$ cat src/rtl/cke_sched_pkg.sv
// Shared types for the clock-enable scheduler: config payload, slot state, div normalisation.
package cke_sched_pkg;

  localparam int unsigned MAX_W    = 32;
  localparam int unsigned MAX_CH_W = 4;

  typedef enum logic {
    SLOT_EMPTY   = 1'b0,
    SLOT_PENDING = 1'b1
  } slot_e;

  typedef struct packed {
    logic [MAX_CH_W-1:0] ch;
    logic [MAX_W-1:0]    div;
    logic [MAX_W-1:0]    high;
    logic                en;
  } cfg_t;

  // A zero period is meaningless; treat it as a one-cycle period.
  function automatic logic [MAX_W-1:0] norm_div(input logic [MAX_W-1:0] d);
    return (d == '0) ? MAX_W'(1) : d;
  endfunction

endpackage

$ cat src/rtl/cke_chan.sv
// One clock-enable channel: period counter, settings registers and registered cke/tick.
module cke_chan #(
  parameter int unsigned W       = 26,
  parameter int unsigned DEF_DIV = 50000000
) (
  input  logic         clk,
  input  logic         rst,
  input  logic         apply,
  input  logic [W-1:0] new_div,
  input  logic [W-1:0] new_high,
  input  logic         new_en,
  output logic         cke,
  output logic         tick,
  output logic         en,
  output logic         at_last_c
);

  logic [W-1:0] cnt_q, div_q, high_q;
  logic [W-1:0] cnt_n, div_n, high_n;
  logic         en_n;

  assign at_last_c = (cnt_q == div_q - W'(1));

  // An apply restarts the period under the new settings.
  always_comb begin
    cnt_n  = '0;
    div_n  = div_q;
    high_n = high_q;
    en_n   = en;
    if (apply) begin
      div_n  = new_div;
      high_n = new_high;
      en_n   = new_en;
    end else if (en && !at_last_c) begin
      cnt_n = cnt_q + W'(1);
    end
  end

  // cke/tick are computed from the next count so they always match cnt_q.
  always_ff @(posedge clk) begin
    if (rst) begin
      cnt_q  <= '0;
      div_q  <= W'(DEF_DIV);
      high_q <= W'(DEF_DIV >> 1);
      en     <= 1'b0;
      cke    <= 1'b0;
      tick   <= 1'b0;
    end else begin
      cnt_q  <= cnt_n;
      div_q  <= div_n;
      high_q <= high_n;
      en     <= en_n;
      cke    <= en_n && (cnt_n < high_n);
      tick   <= en_n && (cnt_n == '0);
    end
  end

endmodule

$ cat src/rtl/cke_sched.sv
// Multi-channel clock-enable scheduler with a single pending config slot.
// Optional CKE_PHASE_SYNC_EN aligns newly enabled channels to channel 0's period start.
module cke_sched
  import cke_sched_pkg::*;
#(
  parameter int unsigned NCH     = 4,
  parameter int unsigned W       = 26,
  parameter int unsigned DEF_DIV = 50000000,
  localparam int unsigned CH_W   = (NCH > 1) ? $clog2(NCH) : 1
) (
  input  logic            clk,
  input  logic            rst,
  input  logic            cfg_valid,
  output logic            cfg_ready,
  input  logic [CH_W-1:0] cfg_ch,
  input  logic [W-1:0]    cfg_div,
  input  logic [W-1:0]    cfg_high,
  input  logic            cfg_en,
  output logic [NCH-1:0]  cke,
  output logic [NCH-1:0]  tick,
  output logic            busy
);

  slot_e          state_q, state_n;
  cfg_t           slot_q, slot_n;
  logic [NCH-1:0] en_vec, last_vec, apply_c;
  logic           go_c, tgt_en, tgt_last;
  logic           unused_slot;

  // Payload bits above W are always zero.
  assign unused_slot = ^slot_q;

  // Decide whether the pending request may take effect at the coming edge.
  always_comb begin
    tgt_en   = 1'b0;
    tgt_last = 1'b0;
    for (int unsigned k = 0; k < NCH; k++) begin
      if (slot_q.ch == MAX_CH_W'(k)) begin
        tgt_en   = en_vec[k];
        tgt_last = last_vec[k];
      end
    end
    go_c = !tgt_en || !slot_q.en || tgt_last;
`ifdef CKE_PHASE_SYNC_EN
    if (!tgt_en && slot_q.en && (slot_q.ch != '0) && en_vec[0]) begin
      go_c = last_vec[0];
    end
`endif
  end

  always_comb begin
    state_n = state_q;
    slot_n  = slot_q;
    apply_c = '0;
    case (state_q)
      SLOT_EMPTY: begin
        if (cfg_valid) begin
          state_n     = SLOT_PENDING;
          slot_n.ch   = MAX_CH_W'(cfg_ch);
          slot_n.div  = norm_div(MAX_W'(cfg_div));
          slot_n.high = MAX_W'(cfg_high);
          slot_n.en   = cfg_en;
        end
      end
      SLOT_PENDING: begin
        if (go_c) begin
          state_n = SLOT_EMPTY;
          for (int unsigned k = 0; k < NCH; k++) begin
            apply_c[k] = (slot_q.ch == MAX_CH_W'(k));
          end
        end
      end
      default: state_n = SLOT_EMPTY;
    endcase
  end

  always_ff @(posedge clk) begin
    if (rst) begin
      state_q   <= SLOT_EMPTY;
      slot_q    <= '0;
      cfg_ready <= 1'b1;
      busy      <= 1'b0;
    end else begin
      state_q   <= state_n;
      slot_q    <= slot_n;
      cfg_ready <= (state_n == SLOT_EMPTY);
      busy      <= (state_n == SLOT_PENDING);
    end
  end

  for (genvar k = 0; k < NCH; k++) begin : g_ch
    cke_chan #(
      .W       (W),
      .DEF_DIV (DEF_DIV)
    ) u_chan (
      .clk       (clk),
      .rst       (rst),
      .apply     (apply_c[k]),
      .new_div   (W'(slot_q.div)),
      .new_high  (W'(slot_q.high)),
      .new_en    (slot_q.en),
      .cke       (cke[k]),
      .tick      (tick[k]),
      .en        (en_vec[k]),
      .at_last_c (last_vec[k])
    );
  end

endmodule

$ cat config.mk
export PLATFORM = sky130hd
export DESIGN_NAME = cke_sched
export DESIGN_NICKNAME = d
export VERILOG_FILES = /design/src/rtl/cke_sched_pkg.sv /design/src/rtl/cke_chan.sv /design/src/rtl/cke_sched.sv
export SDC_FILE = /design/constraint.sdc
export NUM_CORES = 1
export LEC_CHECK = 0
export CAP_MARGIN = 20
export CORE_MARGIN = 10
export CORE_UTILIZATION = 33
export CTS_BUF_LIST = sky130_fd_sc_hd__clkbuf_4
export DETAILED_ROUTE_END_ITERATION = 10
export PLACE_DENSITY = 0.6
export SLEW_MARGIN = 25
export SYNTH_ARGS = -nofsm -noshare
export SYNTH_HDL_FRONTEND = slang
export SYNTH_SLANG_ARGS = --single-unit
export TNS_END_PERCENT = 50
$ cat constraint.sdc
create_clock -name clk -period 16.8 [get_ports clk]
set_clock_uncertainty 0.15 [all_clocks]
set_input_delay 1.68 -clock clk [delete_from_list [all_inputs] [get_ports clk]]
set_output_delay 1.68 -clock clk [all_outputs]
set_load 0.03 [all_outputs]
Word level (Yosys, flattened, before mapping). Cells that the tools add are included.

Reductions and logical operators: 27. Order comparisons: 4. Multiplexer cells: 30. Eq/ne operators: 7. $add $sub $neg: 8. Bitwise gates (word level): 2.

Operators by type and width (count): two-way mux 26 bit (13); logical NOT 26 bit (5); adder 26 x 1 -> 26 bit, second input constant (4); equality test 26 bit (4); less-than comparator 26 bit (4); subtractor 26 x 1 -> 26 bit, second input constant (4); two-way mux 1 bit (14); logical AND 1 bit (12); two-way mux 4 bit (2); logical NOT 1 bit (6); equality test 2 bit, second input constant (2); logical NOT 4 bit (1); equality test 2 x 1 -> 1 bit, second input constant (1); logical OR 1 bit (2); NOT 1 bit (2); case mux 1 bit (2 select lines) (1); AND reduction 2 bit (1).

Word-level logic and storage cells: 108. Output and inout bits: 10. Register bits: 381.

Longest topological paths before layout.
Depth in word-level cells: 13. Depth in mapped cells: 24. Depth with buffers taken out: 20.

By module. Synthesis repeated with hierarchy kept, for this count alone.

Cells, all modules: 2621. Area, all modules: 22303.9 um^2.

By module, submodules not included: cke_chan at g_ch[0].u_chan ... (cells each 592, area each 5132.4 um^2, times used 2); cke_chan at g_ch[2].u_chan (cells each 600, area each 4988.5 um^2, times used 1); cke_chan at g_ch[1].u_chan (cells each 573, area each 4957.3 um^2, times used 1); cke_sched (cells each 264, area each 2093.3 um^2, times used 1).

Least setup slack after synthesis. OpenSTA, ideal clock, no wires.

Path kind: register to register. Start: register g_ch[0].u_chan.div_q[0]. End: register g_ch[0].u_chan.cke. Stages on the path, launching flop included: 22. Period minus slack after synthesis: 5.307 ns. Setup time: 0.112 ns. Path slack: 11.493 ns. Data arrival time: 5.045 ns. Cells stage by stage: dfxtp_1 > inv_1 > ha_1 > nor3b_2 > nand2_1 > or4_1 > a221o_1 > a2111oi_2 > nand4bb_1 > a21boi_1 > buf_2 > buf_4 > mux2i_1 > ha_1 > a21o_1 > a21oi_1 > nor2b_1 > o211ai_1 > a21oi_1 > a2111o_1 > or3_1 > a2111oi_1.

Cells in the longest elaborated chain, start to end: 12. Elaborated cells between the ends (all ways): 17. Classes of those cells: add/sub: 1; order compare: 1; eq/ne: 1; mux: 10; reduce/logical: 4.

RTL lines: start, declared (RTL line cke_chan.sv:18) `logic [W-1:0] cnt_q, div_q, high_q;`; start signal, assigned (RTL line cke_chan.sv:43) `div_q <= W'(DEF_DIV);`; start signal, assigned (RTL line cke_chan.sv:50) `div_q <= div_n;`; subtractor 26 x 1 -> 26 bit (*) (RTL line cke_chan.sv:22) `assign at_last_c = (cnt_q == div_q - W'(1));`; equality test 26 bit (*) (RTL line cke_chan.sv:22); two-way mux 1 bit (4 in a row) (RTL line cke_sched.sv:38) `if (slot_q.ch == MAX_CH_W'(k)) begin`; logical OR 1 bit (RTL line cke_sched.sv:43) `go_c = !tgt_en || !slot_q.en || tgt_last;`; two-way mux 4 bit (RTL line cke_sched.sv:66) `if (go_c) begin`; two-way mux 4 bit (RTL line cke_sched.sv:55) `case (state_q)`; two-way mux 26 bit (RTL line cke_chan.sv:30) `if (apply) begin`; less-than comparator 26 bit (RTL line cke_chan.sv:53) `cke <= en_n && (cnt_n < high_n);`; logical AND 1 bit (*) (RTL line cke_chan.sv:53); end signal, assigned (RTL line cke_chan.sv:53); end, declared (RTL line cke_chan.sv:12) `output logic cke,`.

Every way passes the cells marked *; elsewhere a longest branch is shown, timed or not. A chain may end at the register's enable or synchronous reset.

Worst setup path in the final report.
Start: register g_ch[1].u_chan.div_q[0]. End: register g_ch[1].u_chan.cke.

Cells in the longest elaborated chain, start to end: 11. Elaborated cells between the ends (all ways): 16. Classes of those cells: add/sub: 1; order compare: 1; eq/ne: 1; mux: 9; reduce/logical: 4.

RTL lines (RTL line): start, declared (cke_chan.sv:18); start signal, assigned (cke_chan.sv:43); start signal, assigned (cke_chan.sv:50); subtractor 26 x 1 -> 26 bit (*) (cke_chan.sv:22); equality test 26 bit (*) (cke_chan.sv:22); two-way mux 1 bit (3 in a row) (cke_sched.sv:38); logical OR 1 bit (cke_sched.sv:43); two-way mux 4 bit (cke_sched.sv:66); two-way mux 4 bit (cke_sched.sv:55); two-way mux 26 bit (cke_chan.sv:30); less-than comparator 26 bit (cke_chan.sv:53); logical AND 1 bit (*) (cke_chan.sv:53); end signal, assigned (cke_chan.sv:53); end, declared (cke_chan.sv:12).

Marks and branches as above.

==> impl_metrics.py <==
metrics = {
    "global_route": {
        "grt-ovfl-total": 0,
        "grt_pass1_vias": 17470,
        "antenna_found_initial": 2,
        "grt_max_degree": 77,
        "grt_usage": 0.1717,
        "grt_pass1_wl_um": 101600,
    },
    "sta": {
        "fmax_mhz": 156.8,
        "setup_viol": 0,
        "hold_violations": 0,
        "rsz0062_at_grt": "no",
        "final_max_slew_viol_count": 0,
        "worst_slack_ns": 10.42,
        "worst_pin_slew_ns": 1.035,
        "finalCritPeriodShare": 0.3797,
        "layout_min_cycle_time_ns": 6.379,
        "slew_headroom": 0.3097,
        "setup_tns_ns": 0,
    },
    "yosys": {
        "synth-edff-count": 0,
        "synth_area_leaders": "dfxtp_1 (35%), mux2i_1 (8.5%), nor2_1 (7.1%), ha_1 (6.3%), nand2_1 (5.3%)",
        "synth_top_area_frac": 0.3533,
        "synth_top_area_cell": "dfxtp_1",
        "synthCells": 2580,
        "synth_cell_types": 84,
        "syn_area_per_cell_um2": 8.368,
        "yosysSeqAreaShare": 0.3533,
        "syn_area_mm2": 0.02159,
        "yosys_register_bits": 381,
        "synth_ff_type": "dfxtp_1",
        "ys_warn_count": 0,
        "async_reset_ff_frac": 0,
        "syn-num-nets": 2746,
    },
    "route": {
        "totalWireLength_um": 66820,
        "via_per_inst": 5.232,
        "dr.pass1.iters": 5,
        "dr_total_vias": 18570,
        "antenna_left": 0,
        "drtIter0Drc": 1395,
        "drc": 0,
        "wl_per_cell_um": 18.83,
    },
    "clocking": {
        "clk_latency_ns": 0.90,
        "ctsHtreeMaxLevel": 3,
        "numCtsBuffers": 106,
        "hold_buffers": 0,
        "cts_tree": "done",
        "ctsResizeCount": 0,
        "path_clk_slew_ns": 0.06,
        "clockBufferDepth": 3,
        "post-cts-setup-buffers": 0,
        "clockRootBuffer": "clkbuf_4",
        "clock_sinks": 381,
    },
    "worst_setup_path": {
        "rr_startpoint": "g_ch[1].u_chan.div_q[0]",
        "reg2reg_slack_ns": 10.42,
        "arrival_ns": 7.00,
        "worst-setup-path-type": "register to register",
        "crit_path_end": "g_ch[1].u_chan.cke",
        "worst_setup_path_end_kind": "register",
        "reg2regPathDepth": 19,
        "setup.worst_path.start": "g_ch[1].u_chan.div_q[0]",
        "startpoint_type": "register",
        "cp_max_fo": 28,
        "crit_required_ns": 17.43,
        "rr_endpoint": "g_ch[1].u_chan.cke",
    },
    "floorplanning": {
        "die-area_mm2": 0.07606,
        "core_area_mm2": 0.06458,
        "ios": 68,
        "die_h_um": 275.8,
        "start_util": 0.3343,
        "die_w_um": 275.8,
        "rows": 93,
    },
    "job": {
        "cap_violations": 0,
    },
    "final_layout": {
        "drive_gt1_frac": 0.08838,
        "syn_to_final_growth_pct": 11.79,
        "finalInstanceArea_mm2": 0.02414,
        "fillers": 6701,
        "seqCellArea_mm2": 0.007627,
        "most-common-layout-cells": "nor2_1 (406), dfxtp_1 (381), nand2_1 (306)",
        "nets": 2786,
        "final_util": 0.3737,
        "multi_input_area_mm2": 0.01315,
        "final_common_cell": "nor2_1",
    },
    "placed_design": {
        "dp_hpwl_um": 47870,
        "place_congestion": 0.9104,
        "dp_slack_ns": 10.17,
        "io_buffer_count": 67,
        "post_dp_cell_area_mm2": 0.02283,
    },
    "pwr": {
        "leakagePower_nw": 9.429,
        "p_per_area_mw_per_mm2": 78.68,
        "vdd_drop_max_uv": 38.71,
    },
    "worst_hold_path": {
        "holdCritPathClass": "register to register",
    },
    "run_status": {
        "status": "finished, final reports clean",
    },
}
flip-flops by register name (all words and copies together) (netlist names):
| signal | flops |
|---|---|
| state_q | 1 |
| g_ch.u_chan.cnt_q | 104 |
| g_ch.u_chan.cke | 4 |
| g_ch.u_chan.high_q | 104 |
| g_ch.u_chan.tick | 4 |
| slot_q | 55 |
| g_ch.u_chan.en | 4 |
| g_ch.u_chan.div_q | 104 |
| cfg_ready | 1 |
critical path, stage by stage (launching register included):
cell,delay (ns)
dfxtp_1,0.37
nor3_1,0.58
nand4_1,0.47
or3_1,0.46
a2111oi_0,0.43
nor4b_1,0.35
o2111ai_1,0.34
a21oi_4,0.59
buf_4,0.50
mux2i_1,0.31
ha_1,0.28
a21o_1,0.17
a21o_1,0.18
a21o_1,0.18
a21o_1,0.17
a21o_1,0.17
a21o_1,0.17
a21oi_1,0.14
o211ai_1,0.09
a41oi_1,0.19
worst min-delay path by stage:
stage,startpoint,cells past startpoint,end
finish,g_ch[1].u_chan.high_q[18],2,g_ch[1].u_chan.high_q[18]
global route,g_ch[0].u_chan.high_q[22],2,g_ch[0].u_chan.high_q[22]
CTS,g_ch[1].u_chan.high_q[6],2,g_ch[1].u_chan.high_q[6]
detailed placement,g_ch[1].u_chan.high_q[6],2,g_ch[1].u_chan.high_q[6]
global placement,g_ch[1].u_chan.high_q[13],2,g_ch[1].u_chan.high_q[13]
floorplan,g_ch[0].u_chan.high_q[13],2,g_ch[0].u_chan.high_q[13]
cell families (layout without fill, tap and decap cells):
family	after synthesis	count (layout)	share of synthesized area
flip-flops	381	381	0.3533
AND/OR/NAND/NOR	1158	1158	0.2536
XOR/XNOR	227	227	0.09278
multiplexers	210	210	0.1016
buffers and inverters	196	309	0.04028
AO/OA/AOI/OAI	300	300	0.09585
other	0	1	0
adder cells (fa/ha/maj)	108	108	0.06259
layer usage:
metal  up-vias  wire length, um  track usage
li1       9169                -            -
met1      8733            30710       0.2308
met2       543            29210       0.2632
met3       122             4634      0.03635
met4         0             2259      0.07080
met5         -                0            0
metrics by stage:
step                hold WS, ns  instances  power [W]
CTS                      0.3317       3547   0.001921
global placement         0.3070       3366   0.001093
floorplan                0.2942       2580   0.001031
detailed placement       0.3156       3366   0.001094
finish                   0.3238       3549   0.001899
global route             0.3464       3549   0.001979
area by class of cell:
cell class / count / share of cell area
multi-input combinational: 2003 / 0.5446
sequential: 381 / 0.3160
clock buffer: 156 / 0.04852
tap: 855 / 0.04432
timing repair buffer: 92 / 0.03644
inverter: 36 / 0.005599
clock inverter: 25 / 0.004355
antenna: 1 / 0.0001037
power by group:
group / internal [W] / switching, W / total, W
registers: 0.000921 / 0.0000428 / 0.000964
clock network: 0.000420 / 0.000404 / 0.000824
logic: 0.0000483 / 0.0000629 / 0.000111
total: 0.00139 / 0.000510 / 0.00190
Yosys cell counts, drive strengths merged (12+ instances only):
master and instances:
and2 15, nand2 306, nor2 406, mux2i 208, inv 35, nor3b 12
buf 47, xnor2 118, and4 22, ha 108, nand4 59, and3 26
dfxtp 381, nor3 67, clkbuf 113, a21o 33, or3 18, a21oi 96
nor4 50, or4 17, xor2 108, nor2b 22, nand3 75, a31oi 21
o211ai 17, nand2b 23, a211oi 14, o21ai 24
No activity file was read; power rests on OpenSTA's default activity.
